--- src/rtl/iiitb_pkg.sv ---
`default_nettype none
// ============================================================================
// Module   : iiitb_pkg
// Purpose  : Shared definitions for the iiitb_rv32i memory path: responder
//            state encoding, MEM-stage access codes and the data width.
// Revision : 1.0 - initial release
// ============================================================================
package iiitb_pkg;

  // Data path width of the core
  localparam int XLEN = 32;

  // MEM-stage access codes, shared with the core's MEM stage
  localparam logic [2:0] LW = 3'd0;
  localparam logic [2:0] SW = 3'd1;

  // Opcode of the memory-access instruction class
  localparam logic [6:0] M_TYPE = 7'b0000011;

  // Responder state encoding
  typedef enum logic [1:0] {
    ST_IDLE = 2'd0,
    ST_WAIT = 2'd1,
    ST_RESP = 2'd2
  } state_e;

endpackage
`default_nettype wire

--- src/rtl/iiitb_dmem_array.sv ---
`default_nettype none
// ============================================================================
// Module   : iiitb_dmem_array
// Purpose  : DEPTH x XLEN data storage with byte-enabled synchronous write,
//            synchronous read into the response data register and
//            asynchronous active-low clear of every word.
// Revision : 1.0 - initial release
// ============================================================================
module iiitb_dmem_array
  import iiitb_pkg::*;
#(
  parameter int DEPTH = 32,
  parameter int AW    = 5
) (
  input  logic              clk,
  input  logic              rst_n,
  input  logic              wr_en,    // commit enabled bytes of wdata to addr
  input  logic              rd_en,    // capture word at addr into rdata
  input  logic              zero_en,  // load zero into rdata (stores, errors)
  input  logic [AW-1:0]     addr,
  input  logic [XLEN-1:0]   wdata,
  input  logic [XLEN/8-1:0] be,
  output logic [XLEN-1:0]   rdata
);

  logic [XLEN-1:0] mem_q [DEPTH];
  logic [XLEN-1:0] mem_d [DEPTH];
  logic [XLEN-1:0] rdata_q;
  logic [XLEN-1:0] rdata_d;

  // Byte-lane merge of store data into the addressed word
  always_comb begin
    mem_d = mem_q;
    if (wr_en) begin
      for (int b = 0; b < XLEN/8; b++) begin
        if (be[b]) begin
          mem_d[addr][8*b +: 8] = wdata[8*b +: 8];
        end
      end
    end
  end

  // Response data: zero for stores/errors, array word for loads, else hold
  always_comb begin
    rdata_d = rdata_q;
    if (zero_en) begin
      rdata_d = '0;
    end else if (rd_en) begin
      rdata_d = mem_q[addr];
    end
  end

  // Storage and response data registers, cleared asynchronously
  always_ff @(posedge clk or negedge rst_n) begin
    if (!rst_n) begin
      for (int i = 0; i < DEPTH; i++) begin
        mem_q[i] <= '0;
      end
      rdata_q <= '0;
    end else begin
      mem_q   <= mem_d;
      rdata_q <= rdata_d;
    end
  end

  assign rdata = rdata_q;

endmodule
`default_nettype wire

--- src/rtl/iiitb_dmem_resp.sv ---
`default_nettype none
// ============================================================================
// Module   : iiitb_dmem_resp
// Purpose  : Data-memory responder for the MEM stage. Accepts one LW/SW at a
//            time, answers after LATENCY cycles and holds the response until
//            the initiator takes it.
// Revision : 1.0 - initial release
// ============================================================================
module iiitb_dmem_resp
  import iiitb_pkg::*;
#(
  parameter int DEPTH   = 32,
  parameter int AW      = 5,
  parameter int LATENCY = 1
) (
  input  logic              clk,
  input  logic              RN,
  input  logic              req_valid,
  output logic              req_ready,
  input  logic              req_we,
  input  logic [XLEN-1:0]   req_addr,
  input  logic [XLEN-1:0]   req_wdata,
  input  logic [XLEN/8-1:0] req_be,
  output logic              rsp_valid,
  input  logic              rsp_ready,
  output logic [XLEN-1:0]   rsp_rdata,
  output logic              rsp_we,
  output logic              rsp_err,
  output logic              busy
);

  // WAIT spans LATENCY-1 cycles: counter loads LATENCY-2 and exits on zero
  localparam logic [1:0]      CNT_INIT = 2'((LATENCY >= 2) ? (LATENCY - 2) : 0);
  localparam logic [XLEN-1:0] DEPTH_W  = XLEN'(DEPTH);

  state_e     state_q, state_d;
  logic [1:0] cnt_q, cnt_d;
  logic       rsp_we_q, rsp_we_d;
  logic       rsp_err_q, rsp_err_d;

  logic       accept;
  logic       addr_err;
  logic       wr_en;
  logic       rd_en;
  logic       zero_en;

  // Request decode; range check uses the full address width
  always_comb begin
    accept   = req_valid && (state_q == ST_IDLE);
    addr_err = (req_addr >= DEPTH_W);
    wr_en    = accept && req_we && !addr_err;
    rd_en    = accept && !req_we && !addr_err;
    zero_en  = accept && (req_we || addr_err);
  end

  // State, latency counter and latched response attributes
  always_ff @(posedge clk or negedge RN) begin
    if (!RN) begin
      state_q   <= ST_IDLE;
      cnt_q     <= 2'd0;
      rsp_we_q  <= 1'b0;
      rsp_err_q <= 1'b0;
    end else begin
      state_q   <= state_d;
      cnt_q     <= cnt_d;
      rsp_we_q  <= rsp_we_d;
      rsp_err_q <= rsp_err_d;
    end
  end

  // Next-state: accept -> (WAIT ->) RESP -> handshake -> IDLE
  always_comb begin
    state_d   = state_q;
    cnt_d     = cnt_q;
    rsp_we_d  = rsp_we_q;
    rsp_err_d = rsp_err_q;
    unique case (state_q)
      ST_IDLE: begin
        if (accept) begin
          rsp_we_d  = req_we;
          rsp_err_d = addr_err;
          if (LATENCY == 1) begin
            state_d = ST_RESP;
          end else begin
            state_d = ST_WAIT;
            cnt_d   = CNT_INIT;
          end
        end
      end
      ST_WAIT: begin
        if (cnt_q == 2'd0) begin
          state_d = ST_RESP;
        end else begin
          cnt_d = cnt_q - 2'd1;
        end
      end
      ST_RESP: begin
        if (rsp_ready) begin
          state_d = ST_IDLE;
        end
      end
      default: state_d = ST_IDLE;
    endcase
  end

  // Outputs decoded from the current state
  always_comb begin
    req_ready = (state_q == ST_IDLE);
    rsp_valid = (state_q == ST_RESP);
    busy      = (state_q != ST_IDLE);
    rsp_we    = rsp_we_q;
    rsp_err   = rsp_err_q;
  end

  iiitb_dmem_array #(
    .DEPTH (DEPTH),
    .AW    (AW)
  ) u_array (
    .clk     (clk),
    .rst_n   (RN),
    .wr_en   (wr_en),
    .rd_en   (rd_en),
    .zero_en (zero_en),
    .addr    (req_addr[AW-1:0]),
    .wdata   (req_wdata),
    .be      (req_be),
    .rdata   (rsp_rdata)
  );

endmodule
`default_nettype wire
--- config.mk ---
export PLATFORM = sky130hd
export DESIGN_NAME = iiitb_dmem_resp
export DESIGN_NICKNAME = d
export VERILOG_FILES = /design/src/rtl/iiitb_pkg.sv /design/src/rtl/iiitb_dmem_array.sv /design/src/rtl/iiitb_dmem_resp.sv
export SDC_FILE = /design/constraint.sdc
export NUM_CORES = 2
export LEC_CHECK = 0
export BUFFER_PORTS_ARGS = -buffer_cell sky130_fd_sc_hd__buf_2
export CORE_MARGIN = 1
export CORE_UTILIZATION = 60
export CTS_BUF_LIST = sky130_fd_sc_hd__clkbuf_8
export CTS_CLUSTER_DIAMETER = 30
export DETAILED_ROUTE_END_ITERATION = 7
export GPL_TIMING_DRIVEN = 1
export PLACE_DENSITY = 0.77
export SETUP_SLACK_MARGIN = 0.15
export SYNTH_ARGS = -nofsm -noshare
export SYNTH_HDL_FRONTEND = slang
export SYNTH_SLANG_ARGS = --single-unit
--- constraint.sdc ---
create_clock -name clk -period 3.9 [get_ports clk]
set_input_delay 0.585 -clock clk [delete_from_list [all_inputs] [get_ports clk]]
set_output_delay 0.585 -clock clk [all_outputs]
set_load 0.02 [all_outputs]
==> out/results.txt <==
Outcome -> complete, but fails checks
Failing checks -> design-rule violations
Postcts setup bufs -> 0
Comb power frac -> 4.4%
Crit-path max cell delay -> 740 ps
Most used flip-flop cell after synthesis -> dfrtp_1
Initial DRC count -> 2402
Pin count of the biggest net entering global routing -> 141
Final #Nets -> 3483
Slew @ Worst Pin -> 1190 ps
Switching power -> 5.67 mW
GRT Total Usage -> 31.4%
Final setup violation count -> 0
P&R area growth vs syn -> 13.5%
Post-CTS Hold Buffers -> 2
Rows -> 103
Worst reg2reg path depth -> 7
Post-Syn Area per Cell -> 14.7 sq um
Fraction of layout cells with a size suffix above 1 -> 46.3%
Chip Width -> 284 microns
Beginning of the worst register-to-register path -> state_q[1]
#FFs+latches synth -> 1059
Slew headroom -> 20.2%
Max_cap viols -> 0
Placer congestion estimate -> 0.861
CP max-delay cell -> nor2_1
Post-route ant nets -> 0
Netlist cell types -> 51
TritonCTS clock tree -> yes
Max Clk Rate -> 350 MHz
Final wirelength -> 124000 microns
Drt via density -> 6.44
Syn_nets -> 3315
Internal power -> 18.3 mW
Worst Path Arrival -> 3590 ps
Grt total ovfl -> 0
Critical path required time -> 4630 ps
Final Hold Violating Endpoints -> 0
Vias in the first global route -> 32200
CTS buffer count -> 196
Initial Utilization -> 60.6%
Max Slew Vio Count -> 0
Worst hold path type -> input pin to flip-flop
Longest Clk Path Bufs -> 3
Mapped Area -> 47800 sq um
Initial antenna violation count -> 5
Fin crit share -> 73.3%
Final Core Density -> 68.8%
Yosys warnings -> 0
Final HPWL DP -> 80500 microns
Seq/Total Area, Yosys -> 55.4%
Vias -> 29800
Placed Area -> 49700 sq um
H-tree levels -> 4
Ys async rst share -> 100%
Fin area -> 54200 sq um
Clock Power Share -> 49.8%
Capturing point of the worst reg2reg path -> u_array.mem_q[217]
CTS root buffer -> clkbuf_8
Power Total -> 24.0 mW
Worst-skew pair later-pin latency -> 860 ps
Die ar. -> 80800 sq um
CTS sink cnt -> 1059
Most used cell, CP -> nand2_1
Hold wc startpoint -> req_valid
Post-synth EDFFs -> 0
Ports -> 110
Sw Ratio -> 23.6%
P_leak -> 27.5 nW
WS Path Type -> input pin to flip-flop
# DRC -> 12
First-pass GRT wire length -> 194000 microns
Post-Synthesis Cells -> 3242
Port bufs -> 109
Setup_tns -> 0 ps
Sequential group share of total power -> 45.9%
CP Capture Type -> flip-flop
Pwr/cell area -> 442 nW/um^2
Core area -> 78900 sq um
Post-CTS Resized -> 0
Critical Path Fanout Max -> 21
Worst R2R Setup Slack -> 1060 ps
Routed len/inst -> 26.9 microns
RSZ-0062 raised after global routing -> false
Worst-path clk slew -> 60 ps
Worst Hold Endpoint -> rsp_err
Die Y -> 284 microns
Final min period -> 2860 ps
Startpoint Class -> input pin
Total iterations of the first detailed-routing run -> 8
Worst vdd ir -> 304 uV
Post-Route Skew -> 32.1 ps
Crit-path cells -> buf_2 -> nor2b_1 -> nand2_1 -> buf_4 -> nor2_1 -> nand2_1 -> mux2_1
Hold path cells -> 4
==> cells in the final DEF (no fill, tap or decap), types with 71 or more instances in the layout <==
cell and instances:
mux2i_1 135, clkbuf_8 241, dfrtp_1 1059, o22ai_1 120, mux4_2 121, mux2_2 930
buf_4 71, nand2_1 115, buf_2 106, mux2_1 216
==> layout make-up <==
class                           count  area, sq um
Inverter                            5         18.8
Multi-Input combinational cell   1950        20400
Clock inverter                    117         1200
Tap cell                         1050         1310
Antenna cell                        3         7.51
Sequential cell                  1059        26500
Clock buffer                      241         3320
Fill cell                        5265        24600
Timing Repair Buffer              198         1450
==> metal layers <==
layer | vias up | part of all wire [%] | global-route usage, %
met1 | 15900 | 41 | 42.5
li1 | 12500 | - | -
met3 | 285 | 7.2 | 7.54
met5 | - | 0.023 | 0
met4 | 4 | 3.5 | 12.7
met2 | 1105 | 48 | 49.3
==> through the flow <==
stage               setup WS, ps  hold WS, ps  instances
finish                      1040          250       4623
global route                 959          249       4622
CTS                         1090          191       4620
detailed placement           393          471       4260
global placement             426          464       4260
floorplan                   1430          289       3242
==> worst max-delay path by stage <==
| stage | start | to | slack [ps] | cells after the start |
|---|---|---|---|---|
| global placement | req_addr[2] | u_array.mem_q[198] | 430 | 7 |
| detailed placement | req_addr[2] | u_array.mem_q[198] | 390 | 7 |
| floorplan | req_addr[30] | u_array.mem_q[963] | 1430 | 6 |
| global route | state_q[1] | u_array.mem_q[217] | 960 | 7 |
| CTS | state_q[1] | u_array.mem_q[159] | 1090 | 7 |
| finish | req_addr[2] | u_array.mem_q[198] | 1040 | 7 |
==> Yosys cell counts, types with 2 or more instances <==
cell,number,area share (%)
buf_2,32,0.34
nor2_1,30,0.24
and4_1,3,0.055
inv_1,4,0.031
or3_1,2,0.026
a2111oi_0,3,0.055
nand2_2,39,0.51
clkbuf_1,169,1.3
mux4_2,121,5.7
dfrtp_1,1059,55
nand4bb_1,2,0.047
mux2_1,216,5.1
a221oi_1,55,1.0
nor3_1,11,0.12
nand2b_1,6,0.079
o21ai_0,3,0.031
nor4_2,7,0.18
nor4_1,3,0.039
buf_4,7,0.11
nor4_4,3,0.13
o32ai_1,3,0.055
nand4b_1,3,0.055
nand3_1,31,0.32
nand4_1,7,0.092
o31ai_1,31,0.49
nor3b_1,3,0.047
o22ai_1,120,1.6
or2_2,3,0.039
a211oi_1,15,0.24
nor2_2,11,0.14
mux2_2,930,22
buf_1,20,0.16
nor2b_1,17,0.22
mux2i_1,135,2.8
a21oi_1,6,0.063
nand2_1,117,0.92
==> flip-flops by register name (all words and copies together) (netlist names) <==
name	cells
u_array.rdata	32
rsp_err	1
rsp_we	1
u_array.mem_q	1024
state_q	1
==> worst max-delay path: cells and delay by family <==
kind	cells	cell delay, ps
muxes	1	490
buffers and inverters	2	500
and+or+nand+nor	4	2010
==> power by group through the flow <==
stage	Sequential, mW	Combinational [mW]	Clock, mW
floorplan	11.2	0.480	0
global placement	11.2	1.01	0
detailed placement	11.2	1.04	0
CTS	11.0	1.05	12.1
global route	11.0	1.13	12.7
finish	11.0	1.05	11.9
==> kinds of logic (layout without fill, tap and decap cells) <==
family / count (synthesis) / in the layout / synth area share (%)
AOI/OAI and AO/OA: 241 / 241 / 3.59
buffers and inverters: 233 / 561 / 1.97
and+or+nand+nor: 307 / 307 / 3.46
DFF: 1059 / 1059 / 55.4
other: 0 / 3 / 0
muxes: 1402 / 1402 / 35.5
(Power assumes the default switching activity.)
